**config.mk**
```make
export PLATFORM = sky130hd
export DESIGN_NAME = if_id_skid_reg_flat
export DESIGN_NICKNAME = d
export VERILOG_FILES = /design/src/rtl/if_id_skid_if.sv /design/src/rtl/if_id_skid_reg.sv /design/src/flat_wrapper.sv
export SDC_FILE = /design/constraint.sdc
export NUM_CORES = 1
export LEC_CHECK = 0
export CORE_UTILIZATION = 52
export DETAILED_ROUTE_END_ITERATION = 8
export PLACE_DENSITY = 0.85
export SLEW_MARGIN = 20
export SYNTH_ARGS = -nofsm -noshare
export SYNTH_HDL_FRONTEND = slang
export SYNTH_SLANG_ARGS = --single-unit
```
**constraint.sdc**
```tcl
create_clock -name clk -period 6.24 [get_ports clk]
set_input_delay 1.872 -clock clk [delete_from_list [all_inputs] [get_ports clk]]
set_output_delay 1.872 -clock clk [all_outputs]
set_load 0.01 [all_outputs]
```
**src/rtl/if_id_skid_if.sv**
```systemverilog
// IF/ID handshake bundle: fetch-side valid/ready plus fields, decode-side valid/ready plus registered fields.
// slave is the pipeline register's view; master is the surrounding fetch/decode logic.
interface if_id_skid_if #(
  parameter int PC_W    = 32,
  parameter int INSTR_W = 32,
  parameter int OFF_W   = 26
);
  logic               in_valid;
  logic               in_ready;
  logic [PC_W-1:0]    pc_incr;
  logic [INSTR_W-1:0] instr;
  logic [OFF_W-1:0]   jumpoffset;
  logic               flush;
  logic               out_valid;
  logic               out_ready;
  logic [PC_W-1:0]    pi1_incr;
  logic [INSTR_W-1:0] pi1_instr;
  logic [OFF_W-1:0]   pi1_jumpoffset;

  modport slave (
    input  in_valid, pc_incr, instr, jumpoffset, flush, out_ready,
    output in_ready, out_valid, pi1_incr, pi1_instr, pi1_jumpoffset
  );

  modport master (
    output in_valid, pc_incr, instr, jumpoffset, flush, out_ready,
    input  in_ready, out_valid, pi1_incr, pi1_instr, pi1_jumpoffset
  );
endinterface

```
**src/rtl/if_id_skid_reg.sv**
```systemverilog
// IF/ID pipeline register with a one-entry skid buffer; entry visible on pi1_* one cycle after accept.
// in_ready is a flop (low only when both main and skid are full), so decode stalls never reach fetch combinationally.
module if_id_skid_reg #(
  parameter int                 PC_W      = 32,
  parameter int                 INSTR_W   = 32,
  parameter int                 OFF_W     = 26,
  parameter logic [INSTR_W-1:0] NOP_INSTR = '0
) (
  input logic         clk,
  input logic         rst,
  if_id_skid_if.slave bus
);

  typedef enum logic [1:0] {EMPTY, ONE, TWO} state_t;
  typedef enum logic [1:0] {M_HOLD, M_IN, M_SKID, M_BUBBLE} main_sel_t;
  typedef enum logic [1:0] {S_HOLD, S_IN, S_CLEAR} skid_sel_t;

  state_t    state, state_nxt;
  main_sel_t main_sel;
  skid_sel_t skid_sel;

  logic               in_ready_q;
  logic               accept, deliver;
  logic [PC_W-1:0]    main_pc, skid_pc;
  logic [INSTR_W-1:0] main_instr, skid_instr;
  logic [OFF_W-1:0]   main_off, skid_off;

  assign accept  = bus.in_valid & in_ready_q;
  assign deliver = (state != EMPTY) & bus.out_ready;

  always_comb begin
    state_nxt = state;
    main_sel  = M_HOLD;
    skid_sel  = S_HOLD;
    if (bus.flush) begin
      state_nxt = EMPTY;
      main_sel  = M_BUBBLE;
      skid_sel  = S_CLEAR;
    end else begin
      case (state)
        EMPTY: if (accept) begin
          state_nxt = ONE;
          main_sel  = M_IN;
        end
        ONE: begin
          if (accept && deliver) begin
            main_sel = M_IN;
          end else if (accept) begin
            state_nxt = TWO;
            skid_sel  = S_IN;
          end else if (deliver) begin
            state_nxt = EMPTY;
            main_sel  = M_BUBBLE;
          end
        end
        TWO: if (deliver) begin
          state_nxt = ONE;
          main_sel  = M_SKID;
          skid_sel  = S_CLEAR;
        end
        default: begin
          state_nxt = EMPTY;
          main_sel  = M_BUBBLE;
          skid_sel  = S_CLEAR;
        end
      endcase
    end
  end

  always_ff @(posedge clk) begin
    if (!rst) begin
      state      <= EMPTY;
      in_ready_q <= 1'b1;
      main_pc    <= '0;
      main_instr <= NOP_INSTR;
      main_off   <= '0;
      skid_pc    <= '0;
      skid_instr <= '0;
      skid_off   <= '0;
    end else begin
      state      <= state_nxt;
      in_ready_q <= (state_nxt != TWO);
      case (main_sel)
        M_IN: begin
          main_pc    <= bus.pc_incr;
          main_instr <= bus.instr;
          main_off   <= bus.jumpoffset;
        end
        M_SKID: begin
          main_pc    <= skid_pc;
          main_instr <= skid_instr;
          main_off   <= skid_off;
        end
        M_BUBBLE: begin
          main_pc    <= '0;
          main_instr <= NOP_INSTR;
          main_off   <= '0;
        end
        default: ;
      endcase
      case (skid_sel)
        S_IN: begin
          skid_pc    <= bus.pc_incr;
          skid_instr <= bus.instr;
          skid_off   <= bus.jumpoffset;
        end
        S_CLEAR: begin
          skid_pc    <= '0;
          skid_instr <= '0;
          skid_off   <= '0;
        end
        default: ;
      endcase
    end
  end

  assign bus.in_ready       = in_ready_q;
  assign bus.out_valid      = (state != EMPTY);
  assign bus.pi1_incr       = main_pc;
  assign bus.pi1_instr      = main_instr;
  assign bus.pi1_jumpoffset = main_off;

endmodule
```
**src/flat_wrapper.sv**
```systemverilog
// flat-port wrapper written by rule: the top's interface ports become plain ports
module if_id_skid_reg_flat 
#(
  parameter int                 PC_W      = 32,
  parameter int                 INSTR_W   = 32,
  parameter int                 OFF_W     = 26,
  parameter logic [INSTR_W-1:0] NOP_INSTR = '0
)
  (clk, rst, bus_in_valid, bus_pc_incr, bus_instr, bus_jumpoffset, bus_flush, bus_out_ready, bus_in_ready, bus_out_valid, bus_pi1_incr, bus_pi1_instr, bus_pi1_jumpoffset);
  if_id_skid_if #(.PC_W(PC_W), .INSTR_W(INSTR_W), .OFF_W(OFF_W)) bus_i ();
  input logic clk;
  input logic rst;
  input wire logic [$bits(bus_i.in_valid)-1:0] bus_in_valid;
  input wire logic [$bits(bus_i.pc_incr)-1:0] bus_pc_incr;
  input wire logic [$bits(bus_i.instr)-1:0] bus_instr;
  input wire logic [$bits(bus_i.jumpoffset)-1:0] bus_jumpoffset;
  input wire logic [$bits(bus_i.flush)-1:0] bus_flush;
  input wire logic [$bits(bus_i.out_ready)-1:0] bus_out_ready;
  output wire logic [$bits(bus_i.in_ready)-1:0] bus_in_ready;
  output wire logic [$bits(bus_i.out_valid)-1:0] bus_out_valid;
  output wire logic [$bits(bus_i.pi1_incr)-1:0] bus_pi1_incr;
  output wire logic [$bits(bus_i.pi1_instr)-1:0] bus_pi1_instr;
  output wire logic [$bits(bus_i.pi1_jumpoffset)-1:0] bus_pi1_jumpoffset;
  assign bus_i.in_valid = bus_in_valid;
  assign bus_i.pc_incr = bus_pc_incr;
  assign bus_i.instr = bus_instr;
  assign bus_i.jumpoffset = bus_jumpoffset;
  assign bus_i.flush = bus_flush;
  assign bus_i.out_ready = bus_out_ready;
  assign bus_in_ready = bus_i.in_ready;
  assign bus_out_valid = bus_i.out_valid;
  assign bus_pi1_incr = bus_i.pi1_incr;
  assign bus_pi1_instr = bus_i.pi1_instr;
  assign bus_pi1_jumpoffset = bus_i.pi1_jumpoffset;
  if_id_skid_reg #(.PC_W(PC_W), .INSTR_W(INSTR_W), .OFF_W(OFF_W), .NOP_INSTR(NOP_INSTR)) u_core (.clk(clk), .rst(rst), .bus(bus_i));
endmodule
```
==> metrics <==
Max Used Layer=met4; Seq pwr share=a little under half; HPWL Detailed=~12000 um; Unique masters post-synth=27; Synth Cell Area=about 7100 um^2; r2r setup slk=between 3000 and 4000 ps; Worst VDD drop=0.0001732 V; sw power=approximately 0.60 mW; Reg area=3664 um^2; post-cts resize count=0; crit path from=bus_out_ready; final WL=roughly 19000 um; Synth Area in Adders=0.1772%; dominant cells by area after synthesis=dfxtp_1, nor2b_1, a222oi_1; commonest non-fill, non-tap cell in the layout=clkdlybuf4s50_1; register area share after synthesis=between 50 and 60%; area grow syn2layout=33.42%; Synth Warn #=0; most frequent cells in the layout=clkdlybuf4s50_1, dfxtp_1, nor2b_1, a222oi_1, a22oi_1; overall power=2.663 mW; CTS tree=yes; DR WL/cell=roughly 19 um; Worst Setup EP=u_core.skid_off[11]; CP Class=in -> reg; Die H=around 120 um; Initial DRT Pass Iterations=7; Clk pwr share=a little over two fifths; Die ar.=roughly 14000 um^2; reg2reg path depth=7; Post-Synth XOR/XNOR Area=0%; Worst R2R Start=u_core.state[0]; Crit Reg-Reg Endpoint=u_core.skid_off[11]; Final Max Tran Viols=0; Synth Area in Simple Gates=between 10% and 20%; initial antenna violation count=0; first-pass GRT wire length=between 20000 and 30000 um; pin count of the biggest net entering global routing=roughly 130; cell area power density=roughly 280 nW/um^2; post-synthesis mux area share=0.1417%; postcts setup bufs=0; RePlAce Congestion=0.8180; Tightest Pin Transition=between 900 and 1000 ps; Critical Path RT=about 6600 ps; H-tree depth=4; Fill cells=about 970; crit end category=flip-flop; vias in the first global route=about 6000; Vias=roughly 6100; CTS Buffer Depth=2; vias per cell=6.145; Fin Clk Skew=approximately 8.4 ps; Core Area=approximately 13000 um^2; Avg Inst Size Synth=10.73 um^2; CP Max Fanout=53; CP arrival=approximately 4800 ps; final net count=around 900; post-synthesis cell count=roughly 660; # hold bufs at CTS=0; initial DRC count=around 950; row cnt=42; status=finished, final reports clean; Antenna Nets Post-Route=0; Synth top area share=51.88%; global route overflow=0; Final Cycle Share=70.78%; clock sinks=between 150 and 200; multi-input logic area=~3000 um^2; register bit total from synthesis=between 150 and 200; Root Driver=clkbuf_16; Final setup violation count=0; final cell count without fillers=988; CP Launch Type=input pin; I/O Pins=between 150 and 200; Die Span X=between 100 and 150 um; Int Power=2.067 mW; fraction of layout cells with a size suffix above 1=~5.5%; port bufs=between 150 and 200; Hold Path Class=reg -> reg; Gate power share=11.1%; Sum Neg Setup Slack=0 ps; Max transition margin=a little under two fifths; CTS Buf Count=17; RSZ-0062 raised after global routing=false; Placed Cells=957; Worst-Skew Late Latency=~430 ps; max-cap violations=0; Fin. Hold Viols=0; wl on met1=7462 um; Leak Pwr=about 3.1 nW; clock-pin slew on the worst setup and hold paths=~60 ps; sw frac=22.38%; compound-gate portion of the synthesized area=between 20% and 30%; met3 wire length=between 1000 and 1500 um; Max Fclk=between 200 and 250 MHz; Synth Net Count=about 750; Final min period=around 4400 ps; drt drc=0; total track usage=26.54%; routed wl met2=9571 um; largest family of logic cells by synthesized area=compound AO/OA/AOI/OAI gates; leading area contributor after synthesis=dfxtp_1; ANT cells=0; initial core utilization=53.33%
==> worst min path at each step <==
stage / cells past startpoint / endpoint / startpoint
5_1_grt: 2 / u_core.bus.pi1_incr[3] / u_core.bus.pi1_incr[3]
3_5_place_dp: 2 / u_core.skid_pc[10] / u_core.skid_pc[10]
4_1_cts: 2 / u_core.skid_pc[10] / u_core.skid_pc[10]
3_3_place_gp: 2 / u_core.skid_off[24] / u_core.skid_off[24]
6_report: 2 / u_core.skid_pc[23] / u_core.skid_pc[23]
2_1_floorplan: 2 / u_core.skid_instr[2] / u_core.skid_instr[2]
==> stage by stage <==
step	util (%)	area, um^2	hold WS, ps	setup WS, ps
global route	71.15	9422	552.1	1718
finish	71.15	9422	522.4	1823
detailed placement	66.45	8800	500.2	1462
CTS	71.15	9422	517.9	1898
floorplan	-	7062	481.8	2848
global placement	66.45	8800	491.6	1594
==> flip-flops by register name, indices dropped and copies added, names as in the netlist <==
name and count:
u_core.bus.in_ready 1, u_core.bus.pi1_incr 32, u_core.bus.pi1_instr 32, u_core.bus.pi1_jumpoffset 26
u_core.skid_instr 32, u_core.skid_off 26, u_core.skid_pc 32, u_core.state 2
==> power groups by stage <==
stage               logic, mW  clock network [mW]  registers [mW]
global placement        0.281                   0            1.26
global route            0.314                1.19            1.24
finish                  0.294                1.13            1.24
CTS                     0.294                1.14            1.24
floorplan               0.154                   0            1.27
detailed placement      0.292                   0            1.26
==> metal layers <==
metal | vias to the layer above | global-route usage, %
met5 | - | 0
met4 | 0 | 14.48
met2 | 296 | 44.15
met1 | 2968 | 32.44
met3 | 37 | 4.923
li1 | 2770 | -
==> cell type report <==
| type | count | area share (%) |
|---|---|---|
| timing repair buffer | 194 | 20.37 |
| multi-input combinational | 401 | 31.69 |
| clock buffer | 22 | 5.033 |
| clock inverter | 9 | 1.567 |
| sequential | 183 | 38.88 |
| tap | 176 | 2.337 |
| inverter | 3 | 0.1195 |
==> Yosys cell counts <==
master and instances:
nor4_4 1, a22oi_1 70, nor3b_1 21, buf_2 9
o21ai_0 1, nor2b_2 1, ha_1 1, o311a_1 1
nand2b_1 1, clkbuf_1 41, dfxtp_1 183, mux2i_1 1
a222oi_1 90, nand4b_1 1, a211oi_1 1, nor2_1 2
nand2_1 3, o22a_1 1, o21a_1 1, nor2b_1 180
a21oi_1 21, nand4_1 1, buf_6 20, inv_1 3
buf_1 1, nand2_2 1, or2_1 1
==> critical path, cell delays in order <==
cell and delay [ps]:
clkdlybuf4s50_1 510, nor2b_2 270, nand4b_1 190, ha_4 470
nor2_4 470, buf_4 580, a22oi_1 190, nor2b_1 180
==> cell families after synthesis <==
logic type	after synthesis
buffers and inverters	74
AO/OA/AOI/OAI	186
adder cells (fa/ha/maj)	1
multiplexers	1
AND/OR/NAND/NOR	213
flip-flops	183
No activity file was read; power rests on OpenSTA's default activity.
